--- config.mk ---
export PLATFORM = sky130hd
export DESIGN_NAME = hazard_ctrl_flat
export DESIGN_NICKNAME = d
export VERILOG_FILES = /design/src/rtl/hazard_ctrl_if.sv /design/src/rtl/hazard_ctrl.sv /design/src/flat_wrapper.sv
export SDC_FILE = /design/constraint.sdc
export NUM_CORES = 1
export LEC_CHECK = 0
export BUFFER_PORTS_ARGS = -buffer_cell sky130_fd_sc_hd__buf_2
export CAP_MARGIN = 0
export CORE_MARGIN = 2
export CORE_UTILIZATION = 51
export CTS_BUF_LIST = sky130_fd_sc_hd__clkbuf_8
export DETAILED_ROUTE_END_ITERATION = 16
export GPL_ROUTABILITY_DRIVEN = 0
export PLACE_DENSITY = 0.74
export SYNTH_ARGS = -nofsm -noshare
export SYNTH_HDL_FRONTEND = slang
export SYNTH_SLANG_ARGS = --single-unit
--- constraint.sdc ---
create_clock -name clk -period 2.6 [get_ports clk]
set_clock_uncertainty 0.05 [all_clocks]
set_input_delay 0.39 -clock clk [delete_from_list [all_inputs] [get_ports clk]]
set_output_delay 0.39 -clock clk [all_outputs]
set_load 0.01 [all_outputs]
--- src/rtl/hazard_ctrl_if.sv ---
// rtl/hazard_ctrl_if.sv - ID/EX hazard sequencer signal bundle
// Purpose: groups the ID/EX hazard inputs and the pipeline-control/MDU outputs.
// Ports (master drives, slave receives):
//   id_rs, id_rt, id_use_rs, id_use_rt, id_mdu_read      ID-stage source info
//   ex_rw, ex_memRd, ex_mdu_start, ex_mdu_op,            EX-stage info
//   ex_branch_taken
//   pc_write, ifid_write, ifid_flush, idex_flush         pipeline control (slave out)
//   mdu_busy, mdu_done, mdu_err, stall_count             MDU status / perf (slave out)
interface hazard_ctrl_if;
  logic [4:0]  id_rs;
  logic [4:0]  id_rt;
  logic        id_use_rs;
  logic        id_use_rt;
  logic        id_mdu_read;
  logic [4:0]  ex_rw;
  logic        ex_memRd;
  logic        ex_mdu_start;
  logic        ex_mdu_op;
  logic        ex_branch_taken;
  logic        pc_write;
  logic        ifid_write;
  logic        ifid_flush;
  logic        idex_flush;
  logic        mdu_busy;
  logic        mdu_done;
  logic        mdu_err;
  logic [15:0] stall_count;

  modport master (
    output id_rs, id_rt, id_use_rs, id_use_rt, id_mdu_read,
    output ex_rw, ex_memRd, ex_mdu_start, ex_mdu_op, ex_branch_taken,
    input  pc_write, ifid_write, ifid_flush, idex_flush,
    input  mdu_busy, mdu_done, mdu_err, stall_count
  );

  modport slave (
    input  id_rs, id_rt, id_use_rs, id_use_rt, id_mdu_read,
    input  ex_rw, ex_memRd, ex_mdu_start, ex_mdu_op, ex_branch_taken,
    output pc_write, ifid_write, ifid_flush, idex_flush,
    output mdu_busy, mdu_done, mdu_err, stall_count
  );
endinterface

--- src/rtl/hazard_ctrl.sv ---
// rtl/hazard_ctrl.sv - load-use / MDU interlock and branch flush sequencer
// Purpose: stalls the front end on load-use and HI/LO-read-while-MDU-active hazards,
//   flushes wrong-path instructions on taken branches, sequences the mult/div unit
//   through IDLE/BUSY/DONE and keeps a saturating stall-cycle counter.
// Ports:
//   clk  rising-edge clock
//   rst  asynchronous active-high reset
//   hz   hazard_ctrl_if.slave bundle (ID/EX inputs, pipeline control and MDU status)
module hazard_ctrl #(
  parameter int MUL_CYCLES = 4,
  parameter int DIV_CYCLES = 32,
  parameter int CNT_W      = 6
) (
  input  logic         clk,
  input  logic         rst,
  hazard_ctrl_if.slave hz
);

  typedef enum logic [1:0] {IDLE, BUSY, DONE} state_t;

  localparam logic [CNT_W-1:0] MUL_LOAD = CNT_W'(MUL_CYCLES - 1);
  localparam logic [CNT_W-1:0] DIV_LOAD = CNT_W'(DIV_CYCLES - 1);

  state_t           state;
  logic [CNT_W-1:0] cnt;
  logic             busy_q;
  logic             done_q;
  logic             err_q;
  logic [15:0]      stall_cnt_q;

  logic load_use;
  logic mdu_hold;
  logic stall;
  logic pc_write_c;
  logic ifid_write_c;
  logic ifid_flush_c;
  logic idex_flush_c;

  // r0 is never a real producer, so a load targeting it cannot create a hazard.
  assign load_use = hz.ex_memRd && (hz.ex_rw != 5'd0) &&
                    ((hz.id_use_rs && (hz.ex_rw == hz.id_rs)) ||
                     (hz.id_use_rt && (hz.ex_rw == hz.id_rt)));

  // A start in EX this cycle already makes HI/LO stale for the reader in ID.
  assign mdu_hold = hz.id_mdu_read && ((state != IDLE) || hz.ex_mdu_start);
  assign stall    = load_use || mdu_hold;

  // A taken branch wins over a stall: the stalled ID instruction is wrong-path anyway.
  always_comb begin
    pc_write_c   = 1'b1;
    ifid_write_c = 1'b1;
    ifid_flush_c = 1'b0;
    idex_flush_c = 1'b0;
    if (rst) begin
      pc_write_c   = 1'b0;
      ifid_write_c = 1'b0;
      idex_flush_c = 1'b1;
    end else if (hz.ex_branch_taken) begin
      ifid_flush_c = 1'b1;
      idex_flush_c = 1'b1;
    end else if (stall) begin
      pc_write_c   = 1'b0;
      ifid_write_c = 1'b0;
      idex_flush_c = 1'b1;
    end
  end

  assign hz.pc_write    = pc_write_c;
  assign hz.ifid_write  = ifid_write_c;
  assign hz.ifid_flush  = ifid_flush_c;
  assign hz.idex_flush  = idex_flush_c;
  assign hz.mdu_busy    = busy_q;
  assign hz.mdu_done    = done_q;
  assign hz.mdu_err     = err_q;
  assign hz.stall_count = stall_cnt_q;

  // cnt is loaded with N-1 and BUSY exits on cnt==0, giving exactly N busy cycles.
  // Starts outside IDLE never disturb the running op; they only set the sticky error.
  always_ff @(posedge clk or posedge rst) begin
    if (rst) begin
      state  <= IDLE;
      cnt    <= '0;
      busy_q <= 1'b0;
      done_q <= 1'b0;
      err_q  <= 1'b0;
    end else begin
      case (state)
        IDLE: begin
          done_q <= 1'b0;
          if (hz.ex_mdu_start) begin
            state  <= BUSY;
            cnt    <= hz.ex_mdu_op ? DIV_LOAD : MUL_LOAD;
            busy_q <= 1'b1;
          end
        end
        BUSY: begin
          if (hz.ex_mdu_start) err_q <= 1'b1;
          if (cnt != '0) begin
            cnt <= cnt - CNT_W'(1);
          end else begin
            state  <= DONE;
            busy_q <= 1'b0;
            done_q <= 1'b1;
          end
        end
        DONE: begin
          if (hz.ex_mdu_start) err_q <= 1'b1;
          state  <= IDLE;
          done_q <= 1'b0;
        end
        default: begin
          state  <= IDLE;
          busy_q <= 1'b0;
          done_q <= 1'b0;
        end
      endcase
    end
  end

  always_ff @(posedge clk or posedge rst) begin
    if (rst) begin
      stall_cnt_q <= '0;
    end else if (!pc_write_c && (stall_cnt_q != 16'hFFFF)) begin
      stall_cnt_q <= stall_cnt_q + 16'd1;
    end
  end

endmodule

--- src/flat_wrapper.sv ---
// flat-port wrapper written by rule: the top's interface ports become plain ports
module hazard_ctrl_flat 
#(
  parameter int MUL_CYCLES = 4,
  parameter int DIV_CYCLES = 32,
  parameter int CNT_W      = 6
)
  (clk, rst, hz_id_rs, hz_id_rt, hz_id_use_rs, hz_id_use_rt, hz_id_mdu_read, hz_ex_rw, hz_ex_memRd, hz_ex_mdu_start, hz_ex_mdu_op, hz_ex_branch_taken, hz_pc_write, hz_ifid_write, hz_ifid_flush, hz_idex_flush, hz_mdu_busy, hz_mdu_done, hz_mdu_err, hz_stall_count);
  hazard_ctrl_if hz_i ();
  input  logic clk;
  input  logic rst;
  input wire logic [$bits(hz_i.id_rs)-1:0] hz_id_rs;
  input wire logic [$bits(hz_i.id_rt)-1:0] hz_id_rt;
  input wire logic [$bits(hz_i.id_use_rs)-1:0] hz_id_use_rs;
  input wire logic [$bits(hz_i.id_use_rt)-1:0] hz_id_use_rt;
  input wire logic [$bits(hz_i.id_mdu_read)-1:0] hz_id_mdu_read;
  input wire logic [$bits(hz_i.ex_rw)-1:0] hz_ex_rw;
  input wire logic [$bits(hz_i.ex_memRd)-1:0] hz_ex_memRd;
  input wire logic [$bits(hz_i.ex_mdu_start)-1:0] hz_ex_mdu_start;
  input wire logic [$bits(hz_i.ex_mdu_op)-1:0] hz_ex_mdu_op;
  input wire logic [$bits(hz_i.ex_branch_taken)-1:0] hz_ex_branch_taken;
  output wire logic [$bits(hz_i.pc_write)-1:0] hz_pc_write;
  output wire logic [$bits(hz_i.ifid_write)-1:0] hz_ifid_write;
  output wire logic [$bits(hz_i.ifid_flush)-1:0] hz_ifid_flush;
  output wire logic [$bits(hz_i.idex_flush)-1:0] hz_idex_flush;
  output wire logic [$bits(hz_i.mdu_busy)-1:0] hz_mdu_busy;
  output wire logic [$bits(hz_i.mdu_done)-1:0] hz_mdu_done;
  output wire logic [$bits(hz_i.mdu_err)-1:0] hz_mdu_err;
  output wire logic [$bits(hz_i.stall_count)-1:0] hz_stall_count;
  assign hz_i.id_rs = hz_id_rs;
  assign hz_i.id_rt = hz_id_rt;
  assign hz_i.id_use_rs = hz_id_use_rs;
  assign hz_i.id_use_rt = hz_id_use_rt;
  assign hz_i.id_mdu_read = hz_id_mdu_read;
  assign hz_i.ex_rw = hz_ex_rw;
  assign hz_i.ex_memRd = hz_ex_memRd;
  assign hz_i.ex_mdu_start = hz_ex_mdu_start;
  assign hz_i.ex_mdu_op = hz_ex_mdu_op;
  assign hz_i.ex_branch_taken = hz_ex_branch_taken;
  assign hz_pc_write = hz_i.pc_write;
  assign hz_ifid_write = hz_i.ifid_write;
  assign hz_ifid_flush = hz_i.ifid_flush;
  assign hz_idex_flush = hz_i.idex_flush;
  assign hz_mdu_busy = hz_i.mdu_busy;
  assign hz_mdu_done = hz_i.mdu_done;
  assign hz_mdu_err = hz_i.mdu_err;
  assign hz_stall_count = hz_i.stall_count;
  hazard_ctrl #(.MUL_CYCLES(MUL_CYCLES), .DIV_CYCLES(DIV_CYCLES), .CNT_W(CNT_W)) u_core (.clk(clk), .rst(rst), .hz(hz_i));
endmodule
==> Word-level counts from Yosys, hierarchy flattened <==
Index checks and enable logic that the tools add are counted.
W data, S select, Z words.
{ "classes": {"add_sub_neg": 2, "n_eq_ne": 8, "mux": 20, "bitwise_logic": 1, "reduce_logical": 20} }
{ "ops": {"columns": ["cell", "n"], "rows": [
  ["$add A16 B1 Y16 const B", 1],
  ["$ne A16 B16 Y1 const B", 1],
  ["$mux W1", 12],
  ["$mux W6", 2],
  ["$pmux W6 S2", 1],
  ["$eq A5 B5 Y1", 2],
  ["$logic_and A1 B1 Y1", 6],
  ["$reduce_and A3 Y1", 2],
  ["$reduce_bool A6 Y1", 1],
  ["$sub A6 B1 Y6 const B", 1],
  ["$mux W5", 1],
  ["$reduce_bool A5 Y1", 1],
  ["$mux W2", 2],
  ["$ne A2 B2 Y1 const B", 2],
  ["$pmux W2 S2", 1],
  ["$reduce_and A2 Y1", 2],
  ["$reduce_bool A2 Y1", 2],
  ["$logic_or A1 B1 Y1", 3],
  ["$pmux W1 S3", 1],
  ["$eq A2 B1 Y1 const B", 1],
  ["$eq A2 B2 Y1 const B", 1],
  ["$logic_not A2 Y1", 1],
  ["$ne A2 B1 Y1 const B", 1],
  ["$reduce_or A2 Y1", 1],
  ["2 further kinds", 2]
]} }
{ "totals": {"regBits": 27, "input_bits": 24, "elab_cells": 57} }

==> Longest topological paths before layout <==
{ "logic_depth": {"depth_word": 10, "mapped_depth": 8, "depth_no_buf": 8} }

==> Worst setup path before layout <==
Ideal clock, no wire load.
{ "synth_path": {"path_kind": "input-to-reg", "from": "input port rst", "to": "register u_core.stall_cnt_q[1] (netlist: u_core.hz.stall_count[1])", "setup_ns": 0.125, "arrival_ns": 1.876, "slack_ns": 0.549, "cell_stages": 6, "path_buffers": 0, "cell_sequence": "inv_1 nand2_2 inv_1 a221oi_2 nand2_4 mux2_4"} }
{ "synth_between": {"elab_chain_len": 3} }
{ "synth_rtl": {"columns": ["element", "line", "source"], "rows": [
  ["from (decl)", "flat_wrapper.sv:11", "input logic rst;"],
  ["$mux W1", "hazard_ctrl.sv:54", "if (rst) begin"],
  ["$logic_not A1 Y1", "hazard_ctrl.sv:123", "end else if (!pc_write_c && (stall_cnt_q != 16'hFFFF)) begin"],
  ["$logic_and A1 B1 Y1", "hazard_ctrl.sv:123", null],
  ["to (signal assigned)", "hazard_ctrl.sv:124", "stall_cnt_q <= stall_cnt_q + 16'd1;"],
  ["to (decl)", "hazard_ctrl.sv:29", "logic [15:0] stall_cnt_q;"]
]} }
Every way passes these cells.
A chain may end at the register's enable or synchronous reset.

==> Worst setup path in the final report <==
{ "layout_path": {"from": "register u_core.state[0]", "to": "output port hz_idex_flush"} }
{ "layout_between": {"elab_chain_len": 7} }
{ "layout_rtl": {"columns": ["element", "line", "source"], "rows": [
  ["from (decl)", "hazard_ctrl.sv:24", "state_t state;"],
  ["from (signal assigned)", "hazard_ctrl.sv:81", "state <= IDLE;"],
  ["from (signal assigned)", "hazard_ctrl.sv:91", "state <= BUSY;"],
  ["from (signal assigned)", "hazard_ctrl.sv:101", "state <= DONE;"],
  ["$reduce_bool A2 Y1", "hazard_ctrl.sv:45", "assign mdu_hold = hz.id_mdu_read && ((state != IDLE) || hz.ex_mdu_start);"],
  ["$logic_or A1 B1 Y1", "hazard_ctrl.sv:45", null],
  ["$logic_and A1 B1 Y1", "hazard_ctrl.sv:45", null],
  ["$logic_or A1 B1 Y1", "hazard_ctrl.sv:46", "assign stall = load_use || mdu_hold;"],
  ["$mux W1", "hazard_ctrl.sv:61", "end else if (stall) begin"],
  ["$mux W1", "hazard_ctrl.sv:58", "end else if (hz.ex_branch_taken) begin"],
  ["$mux W1", "hazard_ctrl.sv:54", null],
  ["to (decl)", "flat_wrapper.sv:25", "output wire logic [$bits(hz_i.idex_flush)-1:0] hz_idex_flush;"]
]} }
Every way passes these cells.

==> results.yml <==
run_status:
  outcome: "completed"
die:
  die-area_um2: 3760
  rows: 20
  die_h_um: 61.32
  ios: 47
  die_x_um: 61.32
  core_um2: 3078
  start_util: 0.5443
layout:
  drive_above_1_share: 0.3180
  antenna_cells: 0
  finalInstanceArea_um2: 2009
  areaGrowthSynthToFinish_pct: 19.94
  instances_no_fill: 261
  layout.nets: 249
critical_path:
  cp-start-kind: "flop"
  required_ns: 2.16
  end_kind: "primary output"
  crit_arrival_ns: 1.99
  crit_type: "reg -> out"
  rr_worst_depth: 8
  worstPathMaxFanout: 10
drt:
  via_per_inst: 5.479
  drt-initial-drc-count: 99
  dr_total_vias: 1430
  dr.pass1.iters: 4
  wl_um: 3849
  wl_per_cell_um: 14.75
  drc: 0
  drtAntennaViolNets: 0
power_and_ir_drop:
  p_per_area_nw_per_um2: 840.4
  p_switching_mw: 0.7100
  p_leak_nw: 0.9277
  ir_drop_uv: 504.0
  switching_share: 0.4204
  combPwrFrac: 0.451
  seq_power_share: 0.405
  p_int_mw: 0.9787
  p_clk_frac: 0.144
yosys:
  syn_inst: 167
  yosysWarnings: 0
  syn_avg_cell_area_um2: 10.03
  synthTopCellsByCount: "dfrtp_1, xnor2_1, nand2_1"
  ys.flop_type: "dfrtp_1"
  yosys-top-cells-area: "dfrtp_1, xnor2_1, ha_1"
  synth_edf_count: 0
  syn_area_um2: 1675
  yosysMostFrequentCell: "dfrtp_1"
  synth_cell_types: 44
  yosysTopAreaCell: "dfrtp_1"
  yosysTopAreaCellShare: 0.4033
  synth_nets: 198
  synth-seq-cells: 27
  async_flop_share: 1.000
  ys_seq_area_frac: 0.4033
global_route:
  grt_pass1_wl_um: 6479
  overflow: 0
  grt_pass1_vias: 1493
  antenna_found_initial: 0
  grt_max_degree: 28
  grt_use_total: 0.2291
timing:
  rsz0062_at_grt: "false"
  fin_setup_tns_ns: 0
  fmax_ghz: 0.4107
  period_share: 0.9364
  period_needed_ns: 2.435
  slew_viol_final: 0
  setup_viol: 0
  finalHoldViolations: 0
  maxSlewHeadroom: 0.7031
  tightest_slew_ns: 0.4417
clocking:
  cts_tree: "done"
  root_buffer: "clkbuf_8"
  numCtsBuffers: 3
  cts.htree.levels: 1
  clk_pin_slew_worst_paths_ns: 0.10
  cts_sinks: 27
  hold_buffers: 0
  cts.path.max_buffers: 2
  clk_latency_ns: 0.28
  cts_setup_buffers: 0
run:
  drv_cap: 0
min_path:
  hold_class: "in -> async"
placed_design:
  dp_hpwl_um: 2995
  io_buffers: 46
  dpl_cell_area_um2: 1961
  placedCellCount: 257
## cell families after synthesis
kind of cell,share of synthesized area
and+or+nand+nor,0.2368
AOI/OAI and AO/OA,0.1262
DFF,0.4033
xor gates and xnor gates,0.1307
buffers and inverters,0.02689
adders and majority gates,0.05228
muxes,0.02390
## critical path, cell delays in order, from the launching register on
cell	delay [ns]
dfrtp_1	0.39
inv_1	0.12
ha_2	0.31
nand2b_4	0.10
a21oi_4	0.22
o21ai_4	0.13
or2_2	0.29
buf_2	0.15
## power groups by stage
stage | clock (mW) | sequential [mW] | combinational, mW
after floorplan | 0 | 0.698 | 0.506
after global placement | 0 | 0.678 | 0.720
after detailed placement | 0 | 0.689 | 0.754
after CTS | 0.252 | 0.681 | 0.759
after global routing | 0.265 | 0.705 | 0.854
final | 0.244 | 0.683 | 0.761
## through the flow
stage               total power [mW]  utilization  setup WS, ns  hold WS (ns)
floorplan                      1.204            -        0.5492        0.3999
global placement               1.399       0.6370        0.3529        0.3907
detailed placement             1.443       0.6370        0.3069        0.3955
CTS                            1.692       0.6520       0.06190        0.1980
global route                   1.825       0.6528       0.07724        0.2179
finish                         1.689       0.6528        0.1653        0.1861
## metal layers
layer | routed length (um) | GRT usage
met5 | 0 | 0
met1 | 1565 | 0.2553
met3 | 138 | 0.06092
met4 | 49 | 0.06211
met2 | 2095 | 0.4271
## path summary, 6_finish.rpt
check | start | to | slack (ns)
min | rst | u_core.hz.stall_count[13]$_DFFE_PP0P_ | 0.19
min reg2reg | u_core.hz.mdu_err$_DFFE_PP0P_ | u_core.hz.mdu_err$_DFFE_PP0P_ | 0.42
max in group asynchronous | rst | u_core.hz.mdu_busy$_DFFE_PP0P_ | 2.05
max | u_core.state[0]$_DFFE_PP0P_ | hz_idex_flush | 0.17
max reg2reg | u_core.state[1]$_DFFE_PP0P_ | u_core.cnt[4]$_DFFE_PP0P_ | 0.49
min in group clk | hz_ex_mdu_start | u_core.hz.mdu_err$_DFFE_PP0P_ | 0.39
## sequential cells by signal, summed over array words and instances (netlist names)
| register | count |
|---|---|
| u_core.hz.stall_count | 16 |
| u_core.cnt | 6 |
| u_core.state | 2 |
| u_core.hz.mdu_busy | 1 |
| u_core.hz.mdu_done | 1 |
| u_core.hz.mdu_err | 1 |
## repair_timing
item / in CTS / in global routing
gates resized for setup: 0 / 1
endpoints found under the hold margin: 0 / 0
setup endpoints to repair: 0 / 1
## cell type report
cell class | count | area, um2
fillers | 254 | 1069
flip-flops and latches | 27 | 675.6
clock inverters | 1 | 5.005
multi-input cells | 129 | 957.2
well taps | 44 | 55.05
clock buffers | 3 | 41.29
repair buffers | 47 | 237.7
inverters | 10 | 37.54
## layout by cell type (no fill, tap or decap), types with 2 or more instances in the layout
master	count
nand4_1	6
clkbuf_8	3
nor4_2	3
a21oi_1	6
and3_1	3
a21o_1	2
dfrtp_1	27
nand2_1	15
xnor2_1	19
and4bb_1	2
inv_1	10
xor2_1	6
mux2_4	2
nand4b_1	2
a22oi_1	2
nor2b_1	2
nand3_1	9
nor3_1	4
o21ai_0	7
ha_1	6
buf_2	46
nor2_1	9
Note: power is estimated with default switching activity, not from simulation.
